File: config.mk
export PLATFORM = sky130hd
export DESIGN_NAME = reg_wb_queue_flat
export DESIGN_NICKNAME = d
export VERILOG_FILES = /design/src/rtl/reg_wb_queue_if.sv /design/src/rtl/reg_wb_queue.sv /design/src/flat_wrapper.sv
export SDC_FILE = /design/constraint.sdc
export NUM_CORES = 1
export LEC_CHECK = 0
export CORE_AREA = 2 2 167 169
export CTS_CLUSTER_SIZE = 24
export DETAILED_ROUTE_END_ITERATION = 7
export DIE_AREA = 0 0 169 171
export PLACE_DENSITY = 0.71
export RECOVER_POWER = 100
export SYNTH_ARGS = -nofsm -noshare
export SYNTH_HDL_FRONTEND = slang
export SYNTH_SLANG_ARGS = --single-unit
File: constraint.sdc
create_clock -name clk -period 5.5 [get_ports clk]
set_input_delay 1.1 -clock clk [delete_from_list [all_inputs] [get_ports clk]]
set_output_delay 1.1 -clock clk [all_outputs]
set_load 0.02 [all_outputs]
File: src/rtl/reg_wb_queue_if.sv
// Writeback queue bus: request push side, register file drain side, two bypass lookup ports.
// The producer/bench drives through master; the queue implements slave.
interface reg_wb_queue_if #(
  parameter int AW = 2
);
  logic        in_valid;
  logic        in_ready;
  logic [4:0]  in_wn;
  logic [31:0] in_wd;
  logic        wb_hold;

  logic        RegWrite;
  logic [4:0]  WN;
  logic [31:0] WD;

  logic [4:0]  lk_rn1;
  logic        lk_hit1;
  logic [31:0] lk_data1;
  logic [4:0]  lk_rn2;
  logic        lk_hit2;
  logic [31:0] lk_data2;

  logic [AW:0] count;
  logic        empty;

  modport master (
    output in_valid, in_wn, in_wd, wb_hold, lk_rn1, lk_rn2,
    input  in_ready, RegWrite, WN, WD, lk_hit1, lk_data1, lk_hit2, lk_data2, count, empty
  );

  modport slave (
    input  in_valid, in_wn, in_wd, wb_hold, lk_rn1, lk_rn2,
    output in_ready, RegWrite, WN, WD, lk_hit1, lk_data1, lk_hit2, lk_data2, count, empty
  );
endinterface

File: src/rtl/reg_wb_queue.sv
// Register-file writeback FIFO with youngest-match bypass lookups; WB_INPUT_FWD_EN adds the accepted request to lookups.
// Latency: accept at edge N, write at edge N+1 (wb_hold stalls drain); in_ready = count < DEPTH, independent of same-cycle pop.
module reg_wb_queue #(
  parameter int DEPTH = 4,
  parameter int AW    = 2
) (
  input logic          clk,
  input logic          reset,
  reg_wb_queue_if.slave bus
);

  typedef struct packed {
    logic [4:0]  wn;
    logic [31:0] wd;
  } ent_t;

  ent_t        mem [DEPTH];
  logic [AW-1:0] head;
  logic [AW-1:0] tail;
  logic [AW:0]   count;

  logic empty;
  logic full;
  logic push;
  logic pop;

  assign empty = (count == '0);
  assign full  = (count == (AW+1)'(DEPTH));
  // Register 0 is hardwired, so such writes are accepted but never stored.
  assign push  = bus.in_valid && !full && (bus.in_wn != 5'd0);
  assign pop   = !empty && !bus.wb_hold;

  assign bus.in_ready = !full;
  assign bus.count    = count;
  assign bus.empty    = empty;
  assign bus.RegWrite = pop;
  assign bus.WN       = empty ? 5'd0  : mem[head].wn;
  assign bus.WD       = empty ? 32'd0 : mem[head].wd;

  always_ff @(posedge clk or posedge reset) begin
    if (reset) begin
      head  <= '0;
      tail  <= '0;
      count <= '0;
    end else begin
      if (push) tail <= tail + 1'b1;
      if (pop)  head <= head + 1'b1;
      if (push && !pop)
        count <= count + 1'b1;
      else if (pop && !push)
        count <= count - 1'b1;
    end
  end

  // Payload storage needs no reset: occupancy gates every read of it.
  always_ff @(posedge clk) begin
    if (push) mem[tail] <= '{wn: bus.in_wn, wd: bus.in_wd};
  end

  logic        fwd_hit1;
  logic        fwd_hit2;
`ifdef WB_INPUT_FWD_EN
  assign fwd_hit1 = push && (bus.in_wn == bus.lk_rn1);
  assign fwd_hit2 = push && (bus.in_wn == bus.lk_rn2);
`else
  assign fwd_hit1 = 1'b0;
  assign fwd_hit2 = 1'b0;
`endif

  logic        hit1;
  logic        hit2;
  logic [31:0] data1;
  logic [31:0] data2;

  // Scan oldest to youngest so the last match seen is the youngest.
  always_comb begin
    logic [AW-1:0] idx;
    idx   = head;
    hit1  = 1'b0;
    hit2  = 1'b0;
    data1 = 32'd0;
    data2 = 32'd0;
    for (int i = 0; i < DEPTH; i++) begin
      idx = head + AW'(i);
      if ((AW+1)'(i) < count) begin
        if ((bus.lk_rn1 != 5'd0) && (mem[idx].wn == bus.lk_rn1)) begin
          hit1  = 1'b1;
          data1 = mem[idx].wd;
        end
        if ((bus.lk_rn2 != 5'd0) && (mem[idx].wn == bus.lk_rn2)) begin
          hit2  = 1'b1;
          data2 = mem[idx].wd;
        end
      end
    end
    if (fwd_hit1) begin
      hit1  = 1'b1;
      data1 = bus.in_wd;
    end
    if (fwd_hit2) begin
      hit2  = 1'b1;
      data2 = bus.in_wd;
    end
  end

  assign bus.lk_hit1  = hit1;
  assign bus.lk_data1 = data1;
  assign bus.lk_hit2  = hit2;
  assign bus.lk_data2 = data2;

endmodule

File: src/flat_wrapper.sv
// flat-port wrapper written by rule: the top's interface ports become plain ports
module reg_wb_queue_flat 
#(
  parameter int DEPTH = 4,
  parameter int AW    = 2
)
  (clk, reset, bus_in_valid, bus_in_wn, bus_in_wd, bus_wb_hold, bus_lk_rn1, bus_lk_rn2, bus_in_ready, bus_RegWrite, bus_WN, bus_WD, bus_lk_hit1, bus_lk_data1, bus_lk_hit2, bus_lk_data2, bus_count, bus_empty);
  reg_wb_queue_if #(.AW(AW)) bus_i ();
  input logic clk;
  input logic reset;
  input wire logic [$bits(bus_i.in_valid)-1:0] bus_in_valid;
  input wire logic [$bits(bus_i.in_wn)-1:0] bus_in_wn;
  input wire logic [$bits(bus_i.in_wd)-1:0] bus_in_wd;
  input wire logic [$bits(bus_i.wb_hold)-1:0] bus_wb_hold;
  input wire logic [$bits(bus_i.lk_rn1)-1:0] bus_lk_rn1;
  input wire logic [$bits(bus_i.lk_rn2)-1:0] bus_lk_rn2;
  output wire logic [$bits(bus_i.in_ready)-1:0] bus_in_ready;
  output wire logic [$bits(bus_i.RegWrite)-1:0] bus_RegWrite;
  output wire logic [$bits(bus_i.WN)-1:0] bus_WN;
  output wire logic [$bits(bus_i.WD)-1:0] bus_WD;
  output wire logic [$bits(bus_i.lk_hit1)-1:0] bus_lk_hit1;
  output wire logic [$bits(bus_i.lk_data1)-1:0] bus_lk_data1;
  output wire logic [$bits(bus_i.lk_hit2)-1:0] bus_lk_hit2;
  output wire logic [$bits(bus_i.lk_data2)-1:0] bus_lk_data2;
  output wire logic [$bits(bus_i.count)-1:0] bus_count;
  output wire logic [$bits(bus_i.empty)-1:0] bus_empty;
  assign bus_i.in_valid = bus_in_valid;
  assign bus_i.in_wn = bus_in_wn;
  assign bus_i.in_wd = bus_in_wd;
  assign bus_i.wb_hold = bus_wb_hold;
  assign bus_i.lk_rn1 = bus_lk_rn1;
  assign bus_i.lk_rn2 = bus_lk_rn2;
  assign bus_in_ready = bus_i.in_ready;
  assign bus_RegWrite = bus_i.RegWrite;
  assign bus_WN = bus_i.WN;
  assign bus_WD = bus_i.WD;
  assign bus_lk_hit1 = bus_i.lk_hit1;
  assign bus_lk_data1 = bus_i.lk_data1;
  assign bus_lk_hit2 = bus_i.lk_hit2;
  assign bus_lk_data2 = bus_i.lk_data2;
  assign bus_count = bus_i.count;
  assign bus_empty = bus_i.empty;
  reg_wb_queue #(.DEPTH(DEPTH), .AW(AW)) u_core (.clk(clk), .reset(reset), .bus(bus_i));
endmodule
# ---- Word-level counts from Yosys, hierarchy flattened
# Memory sizes are Yosys's and may differ from the RTL's.
# Index checks and enable logic that the tools add are counted.
dict set report op_classes {
  magnitude_cmp 4
  n_eq_ne 9
  n_mux 38
  addsub 6
  reduce_logical 23
}
# cell n
set ops {}
lappend ops {{2-to-1 mux 32 bit} 17}
lappend ops {{equality test 5 bit} 8}
lappend ops {{2-to-1 mux 1 bit} 18}
lappend ops {{nonzero test 5 bit} 3}
lappend ops {{logical AND 1 bit} 13}
lappend ops {{< comparator 1 x 3 -> 1 bit (first input constant)} 2}
lappend ops {{< comparator 2 x 3 -> 1 bit (first input constant)} 2}
lappend ops {{2-to-1 mux 3 bit} 2}
lappend ops {{zero test 1 bit} 5}
lappend ops {{2-to-1 mux 5 bit} 1}
lappend ops {{adder 2 x 1 -> 2 bit (second input constant)} 2}
lappend ops {{adder 2 bit (second input constant)} 2}
lappend ops {{adder 3 x 1 -> 3 bit (second input constant)} 1}
lappend ops {{equality test 3 bit (second input constant)} 1}
lappend ops {{zero test 3 bit} 1}
lappend ops {{subtractor 3 x 1 -> 3 bit (second input constant)} 1}
lappend ops {{nonzero test 2 bit} 1}
dict set report word_totals {
  reg_bits 7
  elab_cells 84
  inputBits 51
  n_memories 1
  ram_bits 148
  out_inout_bits 109
}
# name words width read_ports rd_clocked_by_memory_dff write_ports line
set memory_table {}
lappend memory_table {u_core.mem 4 37 4 0 1 reg_wb_queue.sv:17} ;# ent_t mem [DEPTH];

# ---- Longest topological paths before layout
# An unclocked memory read counts as a cell.
dict set report depth {
  ltp_word 11
  depth_mapped 13
  ltp_nobuf 9
}

# ---- Worst setup path before layout
# No wires, ideal clock.
dict set report synth_path {
  path_type {input to output}
  startpoint {in bus_lk_rn2[2]}
  endpoint {out bus_lk_data2[25]}
  t_required_ps 4400
  path_buffers 2
  arrival_time_ps 3219
  slack_ps 1181
  path_stages 7
  cell_sequence {clkbuf_1 > xnor2_1 > or4_1 > o22a_1 > buf_2 > or3_1 > a31oi_1}
}
dict set report synth_via {
  elab_chain_cells 10
  elab_cells_between_ends 17
}
# item line
set synth_rtl {}
lappend synth_rtl {{from (decl)} flat_wrapper.sv:16} ;# input wire logic [$bits(bus_i.lk_rn2)-1:0] bus_lk_rn2;
lappend synth_rtl {{equality test 5 bit / nonzero test 5 bit (equally long branches)} reg_wb_queue.sv:90} ;# if ((bus.lk_rn2 != 5'd0) && (mem[idx].wn == bus.lk_rn2)) begin
lappend synth_rtl {{logical AND 1 bit} reg_wb_queue.sv:90}
lappend synth_rtl {{2-to-1 mux 32 bit} reg_wb_queue.sv:90}
lappend synth_rtl {{2-to-1 mux 32 bit} reg_wb_queue.sv:85} ;# if ((AW+1)'(i) < count) begin
lappend synth_rtl {{2-to-1 mux 32 bit} reg_wb_queue.sv:90}
lappend synth_rtl {{2-to-1 mux 32 bit} reg_wb_queue.sv:85}
lappend synth_rtl {{2-to-1 mux 32 bit} reg_wb_queue.sv:90}
lappend synth_rtl {{2-to-1 mux 32 bit} reg_wb_queue.sv:85}
lappend synth_rtl {{2-to-1 mux 32 bit} reg_wb_queue.sv:90}
lappend synth_rtl {{2-to-1 mux 32 bit *} reg_wb_queue.sv:85}
lappend synth_rtl {{to (decl)} flat_wrapper.sv:24} ;# output wire logic [$bits(bus_i.lk_data2)-1:0] bus_lk_data2;
# Every way passes the cells marked *; elsewhere a longest branch is shown, timed or not.

# ---- Worst setup path in the final report
dict set report layout_path {
  startpoint {reg u_core.head[0]}
  endpoint {out bus_lk_data1[31]}
}
dict set report layout_via {
  elab_chain_cells 11
  elab_cells_between_ends 20
}
# item line
set layout_rtl {}
lappend layout_rtl {{from (decl)} reg_wb_queue.sv:18} ;# logic [AW-1:0] head;
lappend layout_rtl {{from (signal assigned)} reg_wb_queue.sv:47} ;# if (pop) head <= head + 1'b1;
lappend layout_rtl {{memory (4 x 37 bit) *} n/a}
lappend layout_rtl {{equality test 5 bit} reg_wb_queue.sv:86} ;# if ((bus.lk_rn1 != 5'd0) && (mem[idx].wn == bus.lk_rn1)) begin
lappend layout_rtl {{logical AND 1 bit} reg_wb_queue.sv:86}
lappend layout_rtl {{2-to-1 mux 32 bit} reg_wb_queue.sv:86}
lappend layout_rtl {{2-to-1 mux 32 bit} reg_wb_queue.sv:85}
lappend layout_rtl {{2-to-1 mux 32 bit} reg_wb_queue.sv:86}
lappend layout_rtl {{2-to-1 mux 32 bit} reg_wb_queue.sv:85}
lappend layout_rtl {{2-to-1 mux 32 bit} reg_wb_queue.sv:86}
lappend layout_rtl {{2-to-1 mux 32 bit} reg_wb_queue.sv:85}
lappend layout_rtl {{2-to-1 mux 32 bit} reg_wb_queue.sv:86}
lappend layout_rtl {{2-to-1 mux 32 bit *} reg_wb_queue.sv:85}
lappend layout_rtl {{to (decl)} flat_wrapper.sv:22} ;# output wire logic [$bits(bus_i.lk_data1)-1:0] bus_lk_data1;
# Marks and branches as above.

==> results.sh <==
export IMPL_synthSimpleGateAreaFrac_pct=15.2
export IMPL_grt_max_degree=98
export IMPL_start_kind="register"
export IMPL_seq_area_um2=4630
export IMPL_ant_nets=0
export IMPL_yosysSeqAreaShare_pct=38.4
export IMPL_status="complete, but fails checks"
export IMPL_synth_xor_xnor_area_share_pct=3.57
export IMPL_vias_per_cell=6.13
export IMPL_grt_setup_unrepaired="false"
export IMPL_fp_coreArea_um2=27300
export IMPL_die_x_um=169
export IMPL_use_met2_pct=41.9
export IMPL_h_tree_depth=4
export IMPL_power_internal_mw=4.52
export IMPL_synth_edf_count=148
export IMPL_rows=61
export IMPL_met1_usage_pct=32.7
export IMPL_cts_root_buffer_cell="clkbuf_16"
export IMPL_grt_pass1_wl_um=56500
export IMPL_cts_buffers=17
export IMPL_synthMuxAreaShare_pct=22.6
export IMPL_grt_pass1_vias=10145
export IMPL_synth_distinct_cells=54
export IMPL_drtIter0Drc=1101
export IMPL_ir_drop_mv=0.358
export IMPL_grt_use_total_pct=25.4
export IMPL_ys_flop_type="edfxtp_1"
export IMPL_clkSinkCount=155
export IMPL_detail_route_first_pass_iterations=6
export IMPL_period_needed_ns=5.34
export IMPL_timing_final_crit_share_pct=97.1
export IMPL_drive_gt1_share_pct=15.5
export IMPL_slew_headroom_pct=-65.0
export IMPL_failed_checks="max-capacitance violations, max-slew violations"
export IMPL_hold_buffers=0
export IMPL_start_util_pct=44.1
export IMPL_tritoncts="yes"
export IMPL_die_area_um2=28900
export IMPL_top_usage_layer="met2"
export IMPL_arrival_ns=4.24
export IMPL_finalSetupViolations=0
export IMPL_syn_avg_cell_area_um2=9.76
export IMPL_ys_warnings_count=0
export IMPL_numPortBuffers=159
export IMPL_combPwrFrac_pct=65.8
export IMPL_worst_pin_slew_ns=2.47
export IMPL_io_pins=160
export IMPL_fin_cells=1706
export IMPL_timing_rr_end="u_core.mem[3][10]"
export IMPL_final_util_pct=53.5
export IMPL_synth_compound_gate_area_share_pct=14.3
export IMPL_r2r_cells=7
export IMPL_multi_input_area_um2=6850
export IMPL_swShare_pct=48.0
export IMPL_fill_cells=2404
export IMPL_setup_ws_ns=0.159
export IMPL_crit_chain="mux4_2 -> or3_1 -> a2111oi_2 -> o21ai_2 -> buf_4 -> mux2i_1 -> a211oi_1 -> clkdlybuf4s50_1"
export IMPL_crit_path_max_fanout=23
export IMPL_max_cap_viol_count=4
export IMPL_antenna_found_initial=2
export IMPL_vias=10453
export IMPL_synth_top_family_by_area="multiplexers"
export IMPL_p_total_mw=8.69
export IMPL_leakagePower_nw=5.32
export IMPL_worstPathRequired_ns=4.40
export IMPL_cp_end_kind="primary output"
export IMPL_ys_ff_latch=155
export IMPL_syn_inst=1233
export IMPL_met3_usage_pct=4.77
export IMPL_drc=0
export IMPL_synthAdderAreaFrac_pct=0.832
export IMPL_holdWs_ns=0.582
export IMPL_fin_nets=1403
export IMPL_wl_per_cell_um=21.7
export IMPL_areaGrowthSynthToFinish_pct=21.3
export IMPL_fin_area_um2=14600
export IMPL_dp_slack_ns=0.119
export IMPL_place_area_um2=14000
export IMPL_crit_slowest_cell="clkdlybuf4s50_1"
export IMPL_die_h_um=171
export IMPL_p_clk_share_pct=13.6
export IMPL_slew_violations=99
export IMPL_crit_start="u_core.head[0]"
export IMPL_finalHoldViolations=0
export IMPL_overflow=0
export IMPL_powerDensity_nw_per_um2=595
export IMPL_switching_power_mw=4.17
export IMPL_hp_class="register to register"
export IMPL_clk_path_buf_depth=2
export IMPL_seqPwrFrac_pct=20.6
export IMPL_fmax_ghz=0.187
export IMPL_clk_latency_ns=0.42
export IMPL_tns_ns=0
export IMPL_gp_congestion=0.897
export IMPL_critPathKind="register to primary output"
export IMPL_skew_ns=0.00914
export IMPL_layout_common_cells="169 x nor2_1, 148 x edfxtp_1, 135 x mux2i_1, 133 x dlygate4sd3_1, 85 x nand2_1"
export IMPL_synth_nets=1292
export IMPL_final_common_cell="nor2_1"
export IMPL_dp_hpwl_um=24800
export IMPL_r2r_slack_ns=1.14
export IMPL_rr_startpoint="u_core.bus.count[0]"
export IMPL_crit_end="bus_lk_data1[31]"
export IMPL_clk_pin_slew_worst_paths_ns=0.06
export IMPL_async_reset_ff_share_pct=4.52
export IMPL_synth_area_um2=12000
export IMPL_place_inst=1671
export IMPL_max_stage_delay_ns=0.69
export IMPL_wl_um=37000
-- cells by family after synthesis --
kind of cell               count (synthesis)
AOI/OAI and AO/OA                        260
xor gates and xnor gates                  49
adders and majority gates                  8
buffers and inverters                    128
DFF                                      155
muxes                                    238
and+or+nand+nor                          395
-- worst max-delay path: cells and delay by family, from the launching register on --
kind                   cells  cell delay (ns)
AO/OA/AOI/OAI              3             1.08
buffers and inverters      2             0.97
multiplexers               2             0.71
flip-flops                 1             0.66
AND/OR/NAND/NOR            1             0.38
-- synth_stat cells (3+ instances only) --
master | n | area [um^2]
nor2_1 | 170 | 638
nand2b_1 | 3 | 18.8
or2_0 | 18 | 113
nand2_1 | 85 | 319
o22ai_1 | 20 | 125
o211ai_1 | 65 | 488
a31oi_1 | 48 | 300
mux2i_1 | 135 | 1350
a211oi_2 | 10 | 125
nor3b_1 | 13 | 97.6
mux4_2 | 18 | 405
or3_1 | 21 | 131
mux2_2 | 83 | 935
nor3_1 | 28 | 140
clkbuf_1 | 62 | 233
and2_1 | 8 | 50.1
ha_1 | 8 | 100
nand3_1 | 14 | 70.1
inv_1 | 7 | 26.3
buf_1 | 14 | 52.6
a211oi_1 | 7 | 52.6
xnor2_1 | 35 | 307
buf_6 | 11 | 124
buf_4 | 4 | 30.0
buf_2 | 28 | 140
nand3b_1 | 18 | 135
edfxtp_1 | 148 | 4440
o21ai_0 | 63 | 315
dfrtp_1 | 7 | 175
nor2b_1 | 8 | 50.1
xor2_1 | 14 | 123
a21oi_1 | 31 | 155
-- layout make-up --
class                   instances  area share [%]
flip-flops and latches        155            31.7
multi-input cells             950            46.9
diodes                          3          0.0514
repair buffers                212            14.2
well taps                     346            2.96
inverters                       8           0.223
clock buffers                  21            3.02
clock inverters                11           0.994
-- power by group through the flow --
stage	Sequential [mW]	Clock [mW]	Combinational [mW]
floorplan	1.69	0	3.88
global route	1.82	1.24	6.10
CTS	1.77	1.19	5.84
finish	1.79	1.18	5.72
detailed placement	1.80	0	5.79
global placement	1.78	0	5.76
-- worst min-delay path by stage --
stage	startpoint	to	slack, ns	depth (start not counted)
after global routing	u_core.bus.count[0]	u_core.bus.count[0]	0.62	1
after global placement	u_core.bus.count[0]	u_core.bus.count[0]	0.58	1
after CTS	u_core.bus.count[0]	u_core.bus.count[0]	0.59	1
after floorplan	u_core.tail[1]	u_core.tail[1]	0.58	2
final	u_core.bus.count[0]	u_core.bus.count[0]	0.58	1
after detailed placement	u_core.bus.count[0]	u_core.bus.count[0]	0.58	1
-- what timing repair did --
| action | in CTS | in global routing |
|---|---|---|
| resized for setup | 0 | 4 |
| buffers inserted | 0 | 0 |
| setup endpoints to repair | 0 | 6 |
-- state kept, by name, indices dropped and copies added, names as in the netlist --
name / count
u_core.bus.count: 3
u_core.mem: 148
u_core.head: 2
u_core.tail: 2
-- layer usage --
| metal | routed length, um | share of wire [%] | vias to the layer above |
|---|---|---|---|
| li1 | - | - | 4804 |
| met1 | 15200 | 41 | 5029 |
| met2 | 17600 | 48 | 526 |
| met3 | 2880 | 7.8 | 94 |
| met4 | 1250 | 3.4 | 0 |
| met5 | 0 | 0 | - |
Power figures use the tool's default switching activity.
